$ cat config.mk
export PLATFORM = sky130hd
export DESIGN_NAME = adder_delay_line
export DESIGN_NICKNAME = d
export VERILOG_FILES = /design/src/rtl/adder_delay_line.sv
export SDC_FILE = /design/constraint.sdc
export NUM_CORES = 1
export LEC_CHECK = 0
export ABC_AREA = 1
export CORE_AREA = 2 2 39 41
export CTS_CLUSTER_DIAMETER = 80
export DETAILED_ROUTE_END_ITERATION = 8
export DIE_AREA = 0 0 41 43
export MAX_ROUTING_LAYER = met4
export SYNTH_ARGS = -nofsm -noshare
export SYNTH_HDL_FRONTEND = slang
export SYNTH_SLANG_ARGS = --single-unit
$ cat constraint.sdc
create_clock -name clk -period 0.8 [get_ports clk]
set_clock_uncertainty 0.05 [all_clocks]
set_input_delay 0.16 -clock clk [delete_from_list [all_inputs] [get_ports clk]]
set_output_delay 0.16 -clock clk [all_outputs]
set_load 0.02 [all_outputs]
$ cat src/rtl/adder_delay_line.sv
// DEPTH-stage valid+data shift register with synchronous clear of the valids.
module adder_delay_line #(
  parameter int unsigned DEPTH  = 1,
  parameter int unsigned DATA_W = 8
) (
  input  logic              clk,
  input  logic              rstn,
  input  logic              clr,
  input  logic              in_valid,
  input  logic [DATA_W-1:0] in_data,
  output logic              out_valid,
  output logic [DATA_W-1:0] out_data
);
  logic [DEPTH-1:0]  vld;
  logic [DATA_W-1:0] dat [DEPTH];

  always_ff @(posedge clk) begin
    if (!rstn || clr) begin
      vld <= '0;
    end else begin
      vld[0] <= in_valid;
      for (int i = 1; i < int'(DEPTH); i++) vld[i] <= vld[i-1];
    end
  end

  // Payload needs no reset: it is only consumed alongside a set valid.
  always_ff @(posedge clk) begin
    dat[0] <= in_data;
    for (int i = 1; i < int'(DEPTH); i++) dat[i] <= dat[i-1];
  end

  assign out_valid = vld[DEPTH-1];
  assign out_data  = dat[DEPTH-1];

endmodule

Yosys cells after proc, flatten, opt, wreduce, memory -nomap -nowiden
Memories as Yosys holds them, arrays and structs flattened.
Cells that the tools add are included.
{ "totals": {"ram_bits": 8, "mem_count": 1, "inputBits": 12, "output_inout_bits": 9, "elab_cells": 4, "ff_bits": 1} }
{ "classes": {"n_reduce_logical": 2} }
{ "memory_table": {"columns": ["name", "words", "word_bits", "rd", "rd_ports_with_merged_regs", "write_ports", "line", "source"], "rows": [
  ["dat", 1, 8, 1, 0, 1, "15", "logic [DATA_W-1:0] dat [DEPTH];"]
]} }
{ "ops": {"columns": ["op", "count"], "rows": [
  ["1-bit zero test", 1],
  ["1-bit logical OR", 1]
]} }

Logic depth before layout (Yosys ltp)
Gate-level depths: netlist of run 1.
{ "depth": {"word_depth": 2, "mapped_depth": 2, "depth_no_buf": 2} }

Worst setup path before layout of run 1
Ideal clock, no wire load.
{ "synth_timing": {"path_type": "register to output", "startpoint": "mem dat[0][0]", "endpoint": "out out_data[0]", "path_stages_with_launch": 1, "t_arrival_ps": 395, "t_required_ps": 590, "n_path_buf": 0, "path_slack_ps": 195, "path_cell_list": "dfxtp_1"} }
{ "synth_via": {"elab_chain_cells": 1} }
{ "synth_lines": {"columns": ["element", "line", "source"], "rows": [
  ["start: declaration", "15", null],
  ["memory 1 x 8 bit", null, null],
  ["end: declaration", "12", "output logic [DATA_W-1:0] out_data"]
]} }
No other way between the ends.

Worst setup path in the final report of run 1
{ "layout_timing": {"startpoint": "mem dat[0][1]", "endpoint": "out out_data[1]"} }
Same word-level chain as after synthesis.

==> results.ini, run 1 <==
[worst_setup_path]
crit_arrival_ps = 690
path_depth = 1
path_cells = buf_6
crit_path_end_kind = output pin
crit_family = flip-flops
startpoint_type = register
critPathBufInv = 1
crit_slowest_cell = dfxtp_2
worstPathRequired_ps = 590
cpPeakStageDelay_ps = 320
path_max_fanout = 1
critical_path_class = register to output pin

[grt]
grtUsageTotal_pct = 6.84
grt_max_degree = 6
grt-ovfl-total = 0
grt_pass1_vias = 174
antenna_found_initial = 0
grt_pass1_wl_um = 676

[floorplanning]
die_area_mm2 = 0.00176
start_util_pct = 13.7
io_pins = 21
core_mm2 = 0.00138
die_w_um = 41
die_y_um = 43
num_rows = 14

[layout]
area_growth_syn_to_layout_pct = 141
multi_input_area_um2 = 10.0
nFillCells = 150
regArea_um2 = 191
final_nets = 48
antenna_cells = 0
final_layout_size_suffix_gt1_share_pct = 62.9

[clock_network]
numCtsBuffers = 3
post_cts.repair.setup_buffers = 0
clk_pin_slew_worst_paths_ps = 60
root_buffer = clkbuf_4
cts_buffer_depth = 2
htree_levels = 1
cts_tree = built
cts.sinks = 9

[synthesis]
ys_seq_area_share_pct = 94.7
synth_area_per_cell_um2 = 17.3
ys_warn_count = 0
ys_seq_elements = 9
synthCells = 11
syn_area_um2 = 190
yosysUniqueCellTypes = 3
synth_nets = 23

[pwr]
internal-power_uw = 758
seq_power_share_pct = 51.0
power_switching_share_pct = 20.7
power.net_switching_uw = 198
power.share.combinational_pct = 14.3
peakVddDrop_v = 0.000628
power.density_mw_per_mm2 = 2080
clkPwrFrac_pct = 34.6
p_leak_nw = 0.193

[timing]
slew_headroom_pct = 95.0
drv_slew = 0
final.setup.worst_slack_ps = -101
hold_violations = 0
max_freq_mhz = 1110
holdWs_ps = 291
finalCritPeriodShare_pct = 113
tightest_slew_ps = 74.2
setup_viol = 9
rsz0062_at_grt = true
period_minus_slack_ps = 901

[outcome]
violations = setup timing
status = finished with violations

[detailed_routing]
routedWlPerCell_um = 9.37
drt-vias-per-instance = 3.10
vias = 158
firstDrtPassIters = 2
drt_wl_total_um = 478
drcViolationCount = 0
final_antenna_net_count = 0
drtIter0Drc = 6

[placement]
numPortBuffers = 20
dpl_worst_slack_ps = -306
gp_congestion = 0.665

[job]
cap_violations = 0

[min_path]
whs_path_depth = 1
hold_class = input port to register

-- sequential cells by signal, indices dropped and copies added, names as in the netlist --
signal and flops:
dat 8, out_valid 1
-- per-layer routing --
metal / GRT usage (%) / up-vias / routed length, um
li1: - / 80 / -
met1: 9.87 / 57 / 253
met2: 5.63 / 21 / 126
met3: 3.14 / 0 / 98
met4: 8.00 / 0 / 0
met5: - / - / 0
-- synth_stat cells --
cell type / number / area [um^2]
dfxtp_1: 9 / 180
nand2_1: 1 / 3.75
nor2_2: 1 / 6.26
-- power by group through the flow --
stage,clock [mW],sequential (mW),combinational [mW]
3_3_place_gp,0,0.487,0.134
4_1_cts,0.348,0.488,0.138
5_1_grt,0.362,0.489,0.144
3_5_place_dp,0,0.488,0.133
2_1_floorplan,0,0.518,0.00258
6_report,0.331,0.488,0.137
-- cell families after synthesis --
group,synth area share (%)
and+or+nand+nor,5.26
DFF,94.7
-- path summary, 6_finish.rpt --
| path | startpoint | slack [ps] | endpoint |
|---|---|---|---|
| min | in_data[0] | 290 | dat[0][0] |
| max | dat[0][1] | -100 | out_data[1] |
-- stage by stage --
step	setup TNS (ps)	instance area (um^2)	power [mW]	utilization, %	cells
finish	-857	459	0.955	33.2	51
global route	-1040	459	0.996	33.2	51
CTS	-967	459	0.974	33.2	51
detailed placement	-2740	410	0.621	29.7	47
global placement	-2730	410	0.621	29.7	47
floorplan	0	190	0.521	-	11
-- cell usage in the layout (no fill, tap or decap) --
cell	synthesis	layout
clkdlybuf4s50_1	0	11
clkbuf_4	0	3
clkbuf_1	0	1
dfxtp_2	0	9
nand2_1	1	1
nor2_2	1	1
buf_6	0	9
-- what timing repair did --
action	in CTS	in global routing
hold endpoints to repair	0	0
resized for setup	63	0
setup endpoints to repair	9	9
hold buffers	0	0
-- layout make-up --
cell class	count	area share, %
Clock buffer	4	5.72
Multi-Input combinational cell	2	2.18
Tap cell	16	4.36
Timing Repair Buffer	20	46.0
Sequential cell	9	41.7
Power figures use the tool's default switching activity.
==> inputs of run 2 (changes only) <==
--- a/config.mk
+++ b/config.mk
@@ -11,6 +11,7 @@
 export DETAILED_ROUTE_END_ITERATION = 8
 export DIE_AREA = 0 0 41 43
 export MAX_ROUTING_LAYER = met4
+export RECOVER_POWER = 25
 export SYNTH_ARGS = -nofsm -noshare
 export SYNTH_HDL_FRONTEND = slang
 export SYNTH_SLANG_ARGS = --single-unit
==> results.ini, run 2 (same netlist as run 1, synthesis figures left out) <==
[outcome]
status = finished with violations
violations = setup timing

[timing]
tightest_slew_ps = 74.2
setup_viol = 9
finalCritPeriodShare_pct = 113
hold_violations = 0
finalSetupTns_ps = -857
rsz0062_at_grt = true
drv_slew = 0
max_freq_mhz = 1110
final.setup.worst_slack_ps = -101
period_minus_slack_ps = 901
holdWs_ps = 291
slew_headroom_pct = 95.0

[clock_network]
post_cts.repair.setup_buffers = 0
cts_buffer_depth = 2
cts.sinks = 9
root_buffer = clkbuf_4
ctsResizeCount = 63
postCtsHoldBufs = 0
clk_pin_slew_worst_paths_ps = 60
cts_tree = built
numCtsBuffers = 3
htree_levels = 1

[layout]
final_cell_mix = dfxtp_2, clkdlybuf4s50_1, buf_6, clkbuf_4, dlygate4sd3_1
largest_reg_flops = 8
area_growth_syn_to_layout_pct = 141
regMostFlops = dat
nFillCells = 150
final_nets = 48
antenna_cells = 0
final_layout_size_suffix_gt1_share_pct = 62.9

[pwr]
clkPwrFrac_pct = 34.7
power_uw = 953
internal-power_uw = 756
power.net_switching_uw = 198
power.share.combinational_pct = 14.2
power_switching_share_pct = 20.7
power.density_mw_per_mm2 = 2080
p_leak_nw = 0.193
peakVddDrop_v = 0.000623
seq_power_share_pct = 51.1

[floorplanning]
core_mm2 = 0.00138
die_area_mm2 = 0.00176
num_rows = 14
die_w_um = 41
die_y_um = 43
start_util_pct = 13.7
io_pins = 21

[min_path]
hold_class = input port to register

[placement]
numPortBuffers = 20
gp_congestion = 0.665

[worst_setup_path]
crit_family = flip-flops
critical_path_class = register to output pin
crit_arrival_ps = 690
critPathBufInv = 1
crit_path_end_kind = output pin
worstPathRequired_ps = 590
crit_slowest_cell = dfxtp_2
path_max_fanout = 1
startpoint_type = register
path_cells = buf_6
cpPeakStageDelay_ps = 320

[detailed_routing]
drt-vias-per-instance = 3.10
drtIter0Drc = 6
final_antenna_net_count = 0
drt_wl_total_um = 478
drcViolationCount = 0
vias = 158
firstDrtPassIters = 2
routedWlPerCell_um = 9.37

[grt]
antenna_found_initial = 0
grt-ovfl-total = 0
grt_max_degree = 6
grt_pass1_wl_um = 676
grtUsageTotal_pct = 6.84
grt_pass1_vias = 174

[job]
cap_violations = 0

-- run 2: changes by cell type in the layout (fill, tap and decap cells not counted) --
| cell | delta |
|---|---|
| clkdlybuf4s50_1 | -2 |
| dlygate4sd3_1 | +2 |
-- run 2: path summary, 6_finish.rpt --
| kind | endpoint | depth (start not counted) | from |
|---|---|---|---|
| max | out_data[1] | 1 | dat[0][1] |
| min | dat[0][0] | 1 | in_data[0] |
-- run 2: stage by stage --
step | std cells | instance area (um^2) | utilization, % | setup WS (ps)
finish | 51 | 459 | 33.2 | -101
global route | 51 | 459 | 33.2 | -125
CTS | 51 | 459 | 33.2 | -112
detailed placement | 47 | 410 | 29.7 | -306
global placement | 47 | 410 | 29.7 | -310
floorplan | 11 | 190 | - | 195
-- run 2: power groups by stage --
| stage | clock, mW | sequential, mW | combinational, mW |
|---|---|---|---|
| 2_1_floorplan | 0 | 0.518 | 0.00258 |
| 3_3_place_gp | 0 | 0.487 | 0.134 |
| 3_5_place_dp | 0 | 0.488 | 0.133 |
| 4_1_cts | 0.348 | 0.488 | 0.138 |
| 5_1_grt | 0.362 | 0.489 | 0.142 |
| 6_report | 0.331 | 0.488 | 0.135 |
-- run 2: layout make-up --
class                   instances  area (um^2)  share of cell area (%)
clock buffers                   4         26.3                    5.72
multi-input cells               2         10.0                    2.18
flip-flops and latches          9          191                    41.7
well taps                      16         20.0                    4.36
repair buffers                 20          211                    46.0
-- run 2: layer usage --
metal	vias to the layer above	share of wire [%]	GRT usage, %
met2	21	27	5.63
met1	57	53	9.87
met3	0	21	3.14
met4	0	0	8.00
li1	80	-	-
met5	-	0	-
